==> src/rtl/prod_accum_round.sv <==
// prod_accum_round
//   Accumulates a framed stream of unsigned products (valid/last qualified)
//   into a wide wrapping accumulator. At end of frame the sum is rounded
//   half-up, shifted right by SHIFT and saturated to OUT_W bits. One result
//   pulse per frame carries the value, saturation/overflow flags and the
//   beat count.
//
// Ports
//   CLK        system clock, rising edge
//   RST        synchronous reset, active-high
//   PROD_IN    unsigned product sample
//   PROD_VLD   PROD_IN valid this cycle
//   PROD_LAST  last beat of frame (only meaningful with PROD_VLD)
//   RES_OUT    rounded, saturated frame sum
//   RES_VLD    one-cycle pulse qualifying RES_OUT/RES_SAT/ACC_OVF/BEAT_CNT
//   RES_SAT    result saturated (out of range or accumulator overflow)
//   ACC_OVF    accumulator wrapped during the frame
//   BEAT_CNT   accepted beats in the frame (saturating)
//   BUSY       frame open (non-last beat seen, LAST not yet seen)
module prod_accum_round #(
    parameter int unsigned PROD_W = 30,
    parameter int unsigned ACC_W  = 36,
    parameter int unsigned SHIFT  = 12,
    parameter int unsigned OUT_W  = 18,
    parameter int unsigned CNT_W  = 16
) (
    input  logic              CLK,
    input  logic              RST,
    input  logic [PROD_W-1:0] PROD_IN,
    input  logic              PROD_VLD,
    input  logic              PROD_LAST,
    output logic [OUT_W-1:0]  RES_OUT,
    output logic              RES_VLD,
    output logic              RES_SAT,
    output logic              ACC_OVF,
    output logic [CNT_W-1:0]  BEAT_CNT,
    output logic              BUSY
);

    // Half an output LSB, added before the shift for round-half-up.
    localparam logic [ACC_W:0] RoundHalf = (ACC_W + 1)'(1) << (SHIFT - 1);
    // Largest value representable in OUT_W bits, at rounded-value width.
    localparam logic [ACC_W:0] OutMax    = {{(ACC_W + 1 - OUT_W){1'b0}}, {OUT_W{1'b1}}};

    typedef enum logic [0:0] {StIdle, StAcc} state_e;

    state_e             state_q, state_d;
    logic [ACC_W-1:0]   acc_q, acc_d;
    logic               ovf_q, ovf_d;
    logic [CNT_W-1:0]   cnt_q, cnt_d;

    logic               s1_vld_q, s1_vld_d;
    logic [ACC_W-1:0]   s1_sum_q, s1_sum_d;
    logic               s1_ovf_q, s1_ovf_d;
    logic [CNT_W-1:0]   s1_cnt_q, s1_cnt_d;

    logic [OUT_W-1:0]   res_out_q, res_out_d;
    logic               res_vld_q, res_vld_d;
    logic               res_sat_q, res_sat_d;
    logic               res_ovf_q, res_ovf_d;
    logic [CNT_W-1:0]   res_cnt_q, res_cnt_d;

    // Beat datapath: a beat arriving while idle starts from zero.
    logic [ACC_W-1:0]   base_acc;
    logic               base_ovf;
    logic [CNT_W-1:0]   base_cnt;
    logic [ACC_W:0]     beat_sum;
    logic               beat_ovf;
    logic [CNT_W-1:0]   beat_cnt;

    always_comb begin
        base_acc = (state_q == StIdle) ? '0   : acc_q;
        base_ovf = (state_q == StIdle) ? 1'b0 : ovf_q;
        base_cnt = (state_q == StIdle) ? '0   : cnt_q;
        beat_sum = {1'b0, base_acc} + {{(ACC_W + 1 - PROD_W){1'b0}}, PROD_IN};
        beat_ovf = base_ovf | beat_sum[ACC_W];
        beat_cnt = (&base_cnt) ? base_cnt : base_cnt + CNT_W'(1);
    end

    // Frame state and stage-1 capture.
    always_comb begin
        state_d  = state_q;
        acc_d    = acc_q;
        ovf_d    = ovf_q;
        cnt_d    = cnt_q;
        s1_vld_d = 1'b0;
        s1_sum_d = s1_sum_q;
        s1_ovf_d = s1_ovf_q;
        s1_cnt_d = s1_cnt_q;
        if (PROD_VLD) begin
            if (PROD_LAST) begin
                s1_vld_d = 1'b1;
                s1_sum_d = beat_sum[ACC_W-1:0];
                s1_ovf_d = beat_ovf;
                s1_cnt_d = beat_cnt;
                state_d  = StIdle;
            end else begin
                acc_d    = beat_sum[ACC_W-1:0];
                ovf_d    = beat_ovf;
                cnt_d    = beat_cnt;
                state_d  = StAcc;
            end
        end
    end

    // Stage 2: round, shift, saturate. Outputs hold between pulses.
    logic [ACC_W:0] rounded;
    logic           round_sat;

    always_comb begin
        rounded   = ({1'b0, s1_sum_q} + RoundHalf) >> SHIFT;
        round_sat = s1_ovf_q | (rounded > OutMax);
        res_vld_d = s1_vld_q;
        res_out_d = res_out_q;
        res_sat_d = res_sat_q;
        res_ovf_d = res_ovf_q;
        res_cnt_d = res_cnt_q;
        if (s1_vld_q) begin
            res_out_d = round_sat ? '1 : rounded[OUT_W-1:0];
            res_sat_d = round_sat;
            res_ovf_d = s1_ovf_q;
            res_cnt_d = s1_cnt_q;
        end
    end

    always_ff @(posedge CLK) begin
        if (RST) begin
            state_q   <= StIdle;
            acc_q     <= '0;
            ovf_q     <= 1'b0;
            cnt_q     <= '0;
            s1_vld_q  <= 1'b0;
            s1_sum_q  <= '0;
            s1_ovf_q  <= 1'b0;
            s1_cnt_q  <= '0;
            res_out_q <= '0;
            res_vld_q <= 1'b0;
            res_sat_q <= 1'b0;
            res_ovf_q <= 1'b0;
            res_cnt_q <= '0;
        end else begin
            state_q   <= state_d;
            acc_q     <= acc_d;
            ovf_q     <= ovf_d;
            cnt_q     <= cnt_d;
            s1_vld_q  <= s1_vld_d;
            s1_sum_q  <= s1_sum_d;
            s1_ovf_q  <= s1_ovf_d;
            s1_cnt_q  <= s1_cnt_d;
            res_out_q <= res_out_d;
            res_vld_q <= res_vld_d;
            res_sat_q <= res_sat_d;
            res_ovf_q <= res_ovf_d;
            res_cnt_q <= res_cnt_d;
        end
    end

    assign RES_OUT  = res_out_q;
    assign RES_VLD  = res_vld_q;
    assign RES_SAT  = res_sat_q;
    assign ACC_OVF  = res_ovf_q;
    assign BEAT_CNT = res_cnt_q;
    assign BUSY     = (state_q == StAcc);

endmodule

==> config.mk <==
export PLATFORM = sky130hd
export DESIGN_NAME = prod_accum_round
export DESIGN_NICKNAME = d
export VERILOG_FILES = /design/src/rtl/prod_accum_round.sv
export SDC_FILE = /design/constraint.sdc
export NUM_CORES = 1
export LEC_CHECK = 0
export CORE_ASPECT_RATIO = 1.4
export CORE_MARGIN = 4
export CORE_UTILIZATION = 50
export CTS_BUF_LIST = sky130_fd_sc_hd__clkbuf_8 sky130_fd_sc_hd__clkbuf_16
export DETAILED_ROUTE_END_ITERATION = 8
export PLACE_DENSITY = 0.69
export SLEW_MARGIN = 20
export SYNTH_ARGS = -nofsm -noshare
export SYNTH_HDL_FRONTEND = slang
export SYNTH_SLANG_ARGS = --single-unit
export TNS_END_PERCENT = 1
==> constraint.sdc <==
create_clock -name CLK -period 7.05 [get_ports CLK]
set_input_delay 0.705 -clock CLK [delete_from_list [all_inputs] [get_ports CLK]]
set_output_delay 0.705 -clock CLK [all_outputs]
set_load 0.02 [all_outputs]
==> impl_metrics.csv <==
group,metric,value,unit
route,vias_per_cell,5.64,
route,num_vias,6702,
synthesis,syn_area_per_cell,8.01,um^2
synthesis,syn_inst,940,
flow_run,maxCapViolations,0,
sta,finalSetupViolCount,0,
route,drc_errors,0,
final_layout,final_common_cell,"nand2_1",
synthesis,ys_seq_elements,134,
global_route,antenna_found_initial,0,
global_route,grt_pass1_vias,6356,
route,drtAntennaViolNets,0,
global_route,grt_pass1_wl,30.4,mm
floorplanning,fp.dieH,153,um
clocking,clockBufferDepth,2,
route,drt_pass1_iterations,6,
hold_path,whs_path_depth,2,
clocking,clkLatencyLatePin,0.42,ns
global_route,grtUsageTotal,21.1,%
floorplanning,core_area,0.0146,mm^2
sta,period_needed,3.64,ns
synthesis,netlist_area,0.00753,mm^2
sta,rsz0062_at_grt,"false",
clocking,clk_pin_slew_worst_paths,0.06,ns
clocking,ctsResizeCount,0,
route,drt-initial-drc-count,376,
final_layout,diodes,0,
clocking,cts_buffers,17,
clocking,ctsHoldBuffers,0,
synthesis,yosysSeqAreaShare,35.6,%
final_layout,final_core_util,60.9,%
synthesis,ys.flop_type,"dfxtp_1",
setup_path,startpoint_type,"flop",
setup_path,required,7.35,ns
power_and_ir_drop,peakVddDrop,0.000134,V
sta,final_hold_viol_count,0,
sta,report.final.slew_viol_count,0,
synthesis,synth_edf_count,0,
clocking,htree_levels,4,
placement,gp_congestion,0.868,
placement,hpwl,12.4,mm
clocking,post-cts-setup-buffers,0,
clocking,cts_tree,"done",
final_layout,syn_to_final_growth,18.3,%
floorplanning,row_count,52,
outcome,status,"finished, final reports clean",
clocking,cts-root-buf,"clkbuf_16",
floorplanning,die_x,112,um
floorplanning,dieArea,0.0171,mm^2
setup_path,crit_fanout,64,
sta,setup_tns,0,ns
synthesis,ys_async_sr_fraction,0,%
route,routedWlPerCell,15.0,um
sta,worst_pin_slew,0.918,ns
hold_path,hp-class,"flop to flop",
final_layout,most-common-layout-cells,"135 x nand2_1, 132 x dfxtp_1, 101 x nor2_1, 70 x clkdlybuf4s50_1, 65 x a21oi_1",
final_layout,drive_gt1_share,6.10,%
synthesis,ys_warn_count,0,
sta,slew_headroom,38.3,%
setup_path,worstSetupPathType,"flop to flop",
final_layout,fillCellCount,1370,
setup_path,arrival,3.94,ns
floorplanning,io_pins,72,
global_route,gr-total-overflow,0,
clocking,cts_sinks,134,
sta,fin_crit_sh,51.7,%
power_and_ir_drop,leakage,3.39,nW
placement,io_buffers,71,
setup_path,end_kind,"flop",
power_and_ir_drop,pwr_density_cell,207,mW/mm^2
floorplanning,initial_utilization,51.4,%
route,routed_wl,17.8,mm
synthesis,syn-num-nets,1007,
global_route,grt_max_degree,65,
sta,fin_skew,0.0131,ns
synthesis,synth_cell_types,64,
setup_path,reg2regPathDepth,11,
final_layout,fin_nets,1055,
sta,fmax,275,MHz
cells by family after synthesis:
logic type / count (synthesis) / share of synthesized area (%)
DFF: 134 / 35.6
xor gates and xnor gates: 61 / 7.09
buffers and inverters: 67 / 3.49
muxes: 33 / 4.45
AOI/OAI and AO/OA: 228 / 19.7
adders and majority gates: 33 / 5.58
and+or+nand+nor: 384 / 24.0
flip-flops by register name (all words and copies together), names as in the netlist:
signal / count
RES_VLD: 1
BUSY: 1
s1_cnt_q: 16
cnt_q: 16
acc_q: 36
s1_ovf_q: 1
res_vld_d: 1
s1_sum_q: 25
RES_SAT: 1
ovf_q: 1
BEAT_CNT: 16
ACC_OVF: 1
RES_OUT: 18
metrics by stage:
stage / power [W] / cell area [um^2] / hold slack [ns] / cells / setup slack, ns
6_report: 0.00184 / 8910 / 0.446 / 1189 / 3.41
3_5_place_dp: 0.00101 / 8350 / 0.440 / 1158 / 3.29
2_1_floorplan: 0.000941 / 7530 / 0.425 / 940 / 3.58
3_3_place_gp: 0.00101 / 8350 / 0.434 / 1158 / 3.36
5_1_grt: 0.00192 / 8910 / 0.471 / 1189 / 3.10
4_1_cts: 0.00186 / 8910 / 0.449 / 1189 / 3.41
final cells by class:
| type | count | area, um^2 | area share, % |
|---|---|---|---|
| multi-input cells | 739 | 4600 | 51.6 |
| clock inverters | 13 | 126 | 1.42 |
| well taps | 189 | 236 | 2.65 |
| inverters | 19 | 71.3 | 0.800 |
| repair buffers | 77 | 751 | 8.42 |
| clock buffers | 18 | 439 | 4.93 |
| flip-flops and latches | 134 | 2690 | 30.1 |
cells in the mapped netlist (3+ instances only):
cell	count	share of area, %
nand2_1	135	6.7
dfxtp_1	134	36
nor2_1	101	5.0
a21oi_1	66	4.4
o21ai_0	44	2.9
clkbuf_1	42	2.1
xnor2_1	39	4.5
and2_1	33	2.7
nand3_1	33	2.2
ha_1	32	5.3
mux2i_1	29	3.9
a211oi_1	25	2.5
xor2_1	22	2.6
inv_1	19	0.95
a21o_1	17	1.7
nor3_1	17	1.1
nand4_1	13	1.1
a22oi_1	12	1.2
and3_1	12	1.0
a22o_1	11	1.3
o21a_1	9	0.90
nor4_1	7	0.58
a31oi_1	5	0.42
nor2b_1	5	0.42
o211ai_1	5	0.50
o21bai_1	5	0.50
o31ai_1	5	0.50
or3_1	5	0.42
and4_1	4	0.47
mux2_2	4	0.60
a32oi_1	3	0.35
buf_2	3	0.20
or2_2	3	0.25
report_power, final:
group          internal, W  switching [W]  leakage, nW  total [W]
logic            0.0000792       0.000113         2.03   0.000192
registers         0.000780      0.0000196         1.09   0.000800
clock network     0.000497       0.000353        0.271   0.000850
total              0.00136       0.000486         3.39    0.00184
per-layer routing:
metal  up-vias  part of all wire, %  global-route usage [%]
met1      3103                   46                    28.1
li1       3418                    -                       -
met4         0                  1.6                    6.84
met5         -                    0                       0
met3        22                  4.3                    3.36
met2       159                   48                    35.0
worst max-delay path: stages (launching register included):
cell and delay [ns]:
dfxtp_2 0.49, buf_4 0.55, and2_1 0.21, ha_1 0.27
a21o_1 0.21, o21bai_1 0.17, a2111oi_0 0.43, o21bai_1 0.18
a211oi_2 0.40, nor2_1 0.15, nor4b_1 0.17, a311o_1 0.28
final timing paths:
| kind | end | slack [ns] | start |
|---|---|---|---|
| max | acc_q[35] | 3.41 | BUSY |
| min | acc_q[6] | 0.45 | acc_q[6] |
| max reg2reg | acc_q[35] | 3.41 | BUSY |
| min reg2reg | acc_q[6] | 0.45 | acc_q[6] |
Power figures use the tool's default switching activity.
